**src/rtl/freq_meter_mc.sv**
```systemverilog
// Multi-channel gated frequency/duty meter: shared gate window, per-channel edge and
// high-time counters with saturation, single-shot or continuous operation.
module freq_meter_mc #(
   parameter int unsigned NUM_CH      = 4,
   parameter int unsigned CNT_W       = 32,
   parameter int unsigned GATE_CYCLES = 100000000,
   parameter int unsigned GATE_W      = 32,
   parameter int unsigned SYNC_STAGES = 2
) (
   input  logic                     clk,
   input  logic                     rst,
   input  logic [NUM_CH-1:0]        sig_in,
   input  logic [NUM_CH-1:0]        ch_en,
   input  logic                     cont,
   input  logic                     start,
   output logic                     busy,
   output logic                     meas_valid,
   output logic [NUM_CH*CNT_W-1:0]  edge_cnt,
   output logic [NUM_CH*CNT_W-1:0]  high_cnt,
   output logic [NUM_CH-1:0]        ovf
);

   localparam logic [CNT_W-1:0]  CNT_MAX   = '1;
   localparam logic [GATE_W-1:0] GATE_LAST = GATE_W'(GATE_CYCLES - 1);

   typedef enum logic [1:0] {IDLE, GATE, DONE} state_t;

   state_t                            state;
   logic [GATE_W-1:0]                 gate_cnt;
   logic [NUM_CH-1:0]                 en_q;
   logic [SYNC_STAGES-1:0][NUM_CH-1:0] sync_q;
   logic [NUM_CH-1:0]                 dly_q;
   logic [NUM_CH-1:0]                 lvl;
   logic [NUM_CH-1:0]                 rise;
   logic [NUM_CH-1:0][CNT_W-1:0]      edge_w, high_w, edge_nx, high_nx;
   logic [NUM_CH-1:0]                 ovf_w, ovf_nx;
   logic                              enter_gate;

   // Input synchroniser chain plus one delay stage for rising-edge detection
   always_ff @(posedge clk or posedge rst) begin
      if (rst) begin
         sync_q <= '0;
         dly_q  <= '0;
      end else begin
         sync_q <= {sync_q[SYNC_STAGES-2:0], sig_in};
         dly_q  <= sync_q[SYNC_STAGES-1];
      end
   end

   assign lvl  = sync_q[SYNC_STAGES-1];
   assign rise = lvl & ~dly_q;

   // Saturating next values of the working counters for the current gate cycle
   always_comb begin
      edge_nx = edge_w;
      high_nx = high_w;
      ovf_nx  = ovf_w;
      for (int i = 0; i < int'(NUM_CH); i++) begin
         if (en_q[i]) begin
            if (rise[i] && edge_w[i] != CNT_MAX) edge_nx[i] = edge_w[i] + CNT_W'(1);
            if (lvl[i]  && high_w[i] != CNT_MAX) high_nx[i] = high_w[i] + CNT_W'(1);
         end
         ovf_nx[i] = ovf_w[i] | (edge_nx[i] == CNT_MAX) | (high_nx[i] == CNT_MAX);
      end
   end

   assign enter_gate = ((state == IDLE) && (start || cont)) || ((state == DONE) && cont);

   // Gate sequencer; results are published together with the valid pulse in DONE
   always_ff @(posedge clk or posedge rst) begin
      if (rst) begin
         state      <= IDLE;
         gate_cnt   <= '0;
         en_q       <= '0;
         edge_w     <= '0;
         high_w     <= '0;
         ovf_w      <= '0;
         busy       <= 1'b0;
         meas_valid <= 1'b0;
         edge_cnt   <= '0;
         high_cnt   <= '0;
         ovf        <= '0;
      end else begin
         meas_valid <= 1'b0;
         if (enter_gate) begin
            state    <= GATE;
            gate_cnt <= '0;
            en_q     <= ch_en;
            edge_w   <= '0;
            high_w   <= '0;
            ovf_w    <= '0;
            busy     <= 1'b1;
         end else begin
            case (state)
               IDLE: ;
               GATE: begin
                  gate_cnt <= gate_cnt + GATE_W'(1);
                  edge_w   <= edge_nx;
                  high_w   <= high_nx;
                  ovf_w    <= ovf_nx;
                  if (gate_cnt == GATE_LAST) begin
                     state      <= DONE;
                     busy       <= 1'b0;
                     meas_valid <= 1'b1;
                     edge_cnt   <= edge_nx;
                     high_cnt   <= high_nx;
                     ovf        <= ovf_nx;
                  end
               end
               DONE:    state <= IDLE;
               default: state <= IDLE;
            endcase
         end
      end
   end

endmodule

```
**config.mk**
```make
export PLATFORM = sky130hd
export DESIGN_NAME = freq_meter_mc
export DESIGN_NICKNAME = d
export VERILOG_FILES = /design/src/rtl/freq_meter_mc.sv
export SDC_FILE = /design/constraint.sdc
export NUM_CORES = 2
export LEC_CHECK = 0
export BUFFER_PORTS_ARGS = -buffer_cell sky130_fd_sc_hd__buf_2
export CORE_ASPECT_RATIO = 2
export CORE_MARGIN = 3
export CORE_UTILIZATION = 60
export DETAILED_ROUTE_END_ITERATION = 10
export PLACE_DENSITY = 0.84
export SETUP_SLACK_MARGIN = 0.1
export SLEW_MARGIN = 30
export SYNTH_ARGS = -nofsm -noshare
export SYNTH_HDL_FRONTEND = slang
export SYNTH_SLANG_ARGS = --single-unit
```
**constraint.sdc**
```tcl
create_clock -name clk -period 23.4 [get_ports clk]
set_input_delay 1.17 -clock clk [delete_from_list [all_inputs] [get_ports clk]]
set_output_delay 1.17 -clock clk [all_outputs]
set_load 0.005 [all_outputs]
```
==> flow_summary.json <==
{
  "status": "finished clean",
  "final_area_um2": 33500,
  "cp_max_fo": 9,
  "syn2layout_area_growth_pct": 10.8,
  "synthArstFlopShare": 1.00,
  "placedCellCount": 4171,
  "setup_slack_ns": 19.07,
  "core_area_um2": 49500,
  "ctsHoldBuffers": 0,
  "cp.arrival_ns": 4.83,
  "grt_pass1_vias": 27000,
  "worst_pin_slew_ns": 0.989,
  "yosysTopAreaCell": "dfrtp_1",
  "clkSinkCount": 572,
  "synth.distinct_cells": 79,
  "fin_hold_ws_ns": 0.359,
  "diodes": 0,
  "cts_resized": 0,
  "power_density_nw_per_um2": 80.8,
  "critical_path_class": "reg -> reg",
  "clk_latency_ns": 0.59,
  "synth.cell_area_um2": 30200,
  "synth.area.top_cells": "dfrtp_1 47%, o21ai_0 9.2%, nand2_1 7.4%",
  "first_iter_violations": 2838,
  "fin_worst_skew_ns": 0.0159,
  "synth_nets": 3512,
  "drv_slew": 0,
  "synth-seq-area-share": 0.474,
  "num_rows": 115,
  "rsz0062_at_grt": "false",
  "r2r_slack_ns": 19.07,
  "vias": 27700,
  "htreeDepth": 2,
  "post_cts_buffers": 0,
  "routed_wl_um": 92800,
  "slowest_delay_ns": 0.83,
  "synthCells": 3491,
  "grt_max_degree": 177,
  "setup_viol": 0,
  "n_fill_cell": 4052,
  "grt.overflow.total": 0,
  "synth_commonest_cells": "598 x nand2_1, 572 x dfrtp_1, 556 x o21ai_0",
  "dpl.hpwl_um": 63900,
  "io_pins": 274,
  "viasPerCell": 6.49,
  "dieHeight_um": 323,
  "initial_core_util": 0.610,
  "period_minus_slack_ns": 4.33,
  "cp.required_ns": 23.90,
  "hold_viol": 0,
  "clk_pin_slew_ns": 0.07,
  "drtAntennaViolNets": 0,
  "period_share": 0.185,
  "finish.utilization": 0.676,
  "synth.ff_latch_count": 572,
  "dieWidth_um": 165,
  "place_area_um2": 31600,
  "max_clock_freq_ghz": 0.231,
  "cts_buffer_depth": 3,
  "max-vdd-ir-drop_uv": 56.2,
  "root_buffer": "clkbuf_16",
  "synth.avg_cell_area_um2": 8.65,
  "cp-start-kind": "flip-flop",
  "synth.top_cell.area_share": 0.474,
  "yosysWarnings": 0,
  "synthFlopType": "dfrtp_1",
  "place.gp.congestion": 0.982,
  "antenna_found_initial": 2,
  "path_cells": "nand4_1 -> or3_1 -> or3_1 -> nor3_1 -> nand3b_1 -> a2111oi_0 -> nand4_1 -> o32a_1 -> o21ai_0",
  "cts_tree": "built",
  "hold_class": "reg -> reg",
  "grt_pass1_wl_um": 146000,
  "cp-end-kind": "flip-flop",
  "final_layout_size_suffix_gt1_frac": 0.116,
  "pre_cts_ws_ns": 19.21,
  "synth-edff-count": 0,
  "slew_headroom": 0.340,
  "cts_made_buffers": 49,
  "synth_most_common_cell": "nand2_1",
  "p_leak_nw": 14.6,
  "slowest_stage": "a2111oi_0",
  "drc_errors": 0,
  "setup-tns-final_ns": 0,
  "final_nets": 3603,
  "max-cap-violations": 0,
  "grt.total_usage": 0.344,
  "drtPass1Iterations": 9,
  "routedWlPerCell_um": 21.8,
  "die_area_um2": 53200,
  "numPortBuffers": 273,
  "p_total_mw": 2.70,
  "fin_cells": 4262
}
metal layers:
metal  wire length [um]  share of wire  GRT usage
met5                 23        0.00025          0
met2              47000           0.51      0.598
met4               6850          0.074      0.221
met3               6090          0.066     0.0464
met1              32800           0.35      0.394
registers in the layout, summed over array words and instances, names as in the netlist:
name / cells
lvl: 4
busy: 1
state: 2
en_q: 4
dly_q: 4
sync_q: 4
gate_cnt: 32
high_w: 128
edge_w: 128
edge_cnt: 128
ovf_w: 4
high_cnt: 128
ovf: 4
meas_valid: 1
path summary, 6_finish.rpt:
path / start / endpoint / cells after the start
worst max-delay path: high_w[73]$_DFFE_PP0P_ / ovf_w[2]$_DFFE_PP0P_ / 9
worst min-delay path: sync_q[1]$_DFF_PP0_ / lvl[1]$_DFF_PP0_ / 0
worst max register to register: high_w[73]$_DFFE_PP0P_ / ovf_w[2]$_DFFE_PP0P_ / 9
worst min register to register: sync_q[1]$_DFF_PP0_ / lvl[1]$_DFF_PP0_ / 0
max in group asynchronous: rst / lvl[1]$_DFF_PP0_ / 4
min in group asynchronous: rst / edge_cnt[13]$_DFFE_PP0P_ / 2
critical path, delay by kind of cell (launching register included):
| kind | cells | cell delay (ns) |
|---|---|---|
| AND/OR/NAND/NOR | 6 | 2.44 |
| AO/OA/AOI/OAI | 3 | 1.29 |
| flip-flops | 1 | 0.51 |
power by group:
group / total (mW) / switching [mW] / internal [mW] / leakage (nW)
registers: 1.26 / 0.179 / 1.08 / 6.82
logic: 0.554 / 0.344 / 0.210 / 6.91
clock network: 0.889 / 0.382 / 0.507 / 0.833
cell type report:
| cell class | instances | area, um^2 | share of cell area |
|---|---|---|---|
| well taps | 643 | 805 | 0.0240 |
| repair buffers | 298 | 1640 | 0.0491 |
| flip-flops and latches | 572 | 14300 | 0.428 |
| clock buffers | 63 | 1340 | 0.0400 |
| clock inverters | 25 | 383 | 0.0114 |
| inverters | 28 | 113 | 0.00337 |
| multi-input cells | 2633 | 14900 | 0.444 |
layout by cell type, fill, tap and decap left out, types with 78 or more instances in the layout:
master / count
nand3_1: 212
o21ai_0: 556
nand4_1: 112
nor2_1: 194
dfrtp_1: 572
buf_2: 273
nand2_1: 594
a21oi_1: 78
xnor2_1: 138
xor2_1: 110
kinds of logic (layout without fill, tap and decap cells):
| kind of cell | after synthesis | count (layout) | share of synthesized area |
|---|---|---|---|
| buffers and inverters | 286 | 414 | 0.0363 |
| muxes | 15 | 15 | 0.00518 |
| and+or+nand+nor | 1499 | 1499 | 0.244 |
| DFF | 572 | 572 | 0.474 |
| xor gates and xnor gates | 248 | 248 | 0.0719 |
| AOI/OAI and AO/OA | 862 | 862 | 0.165 |
| adders and majority gates | 9 | 9 | 0.00373 |
Note: power is estimated with default switching activity, not from simulation.
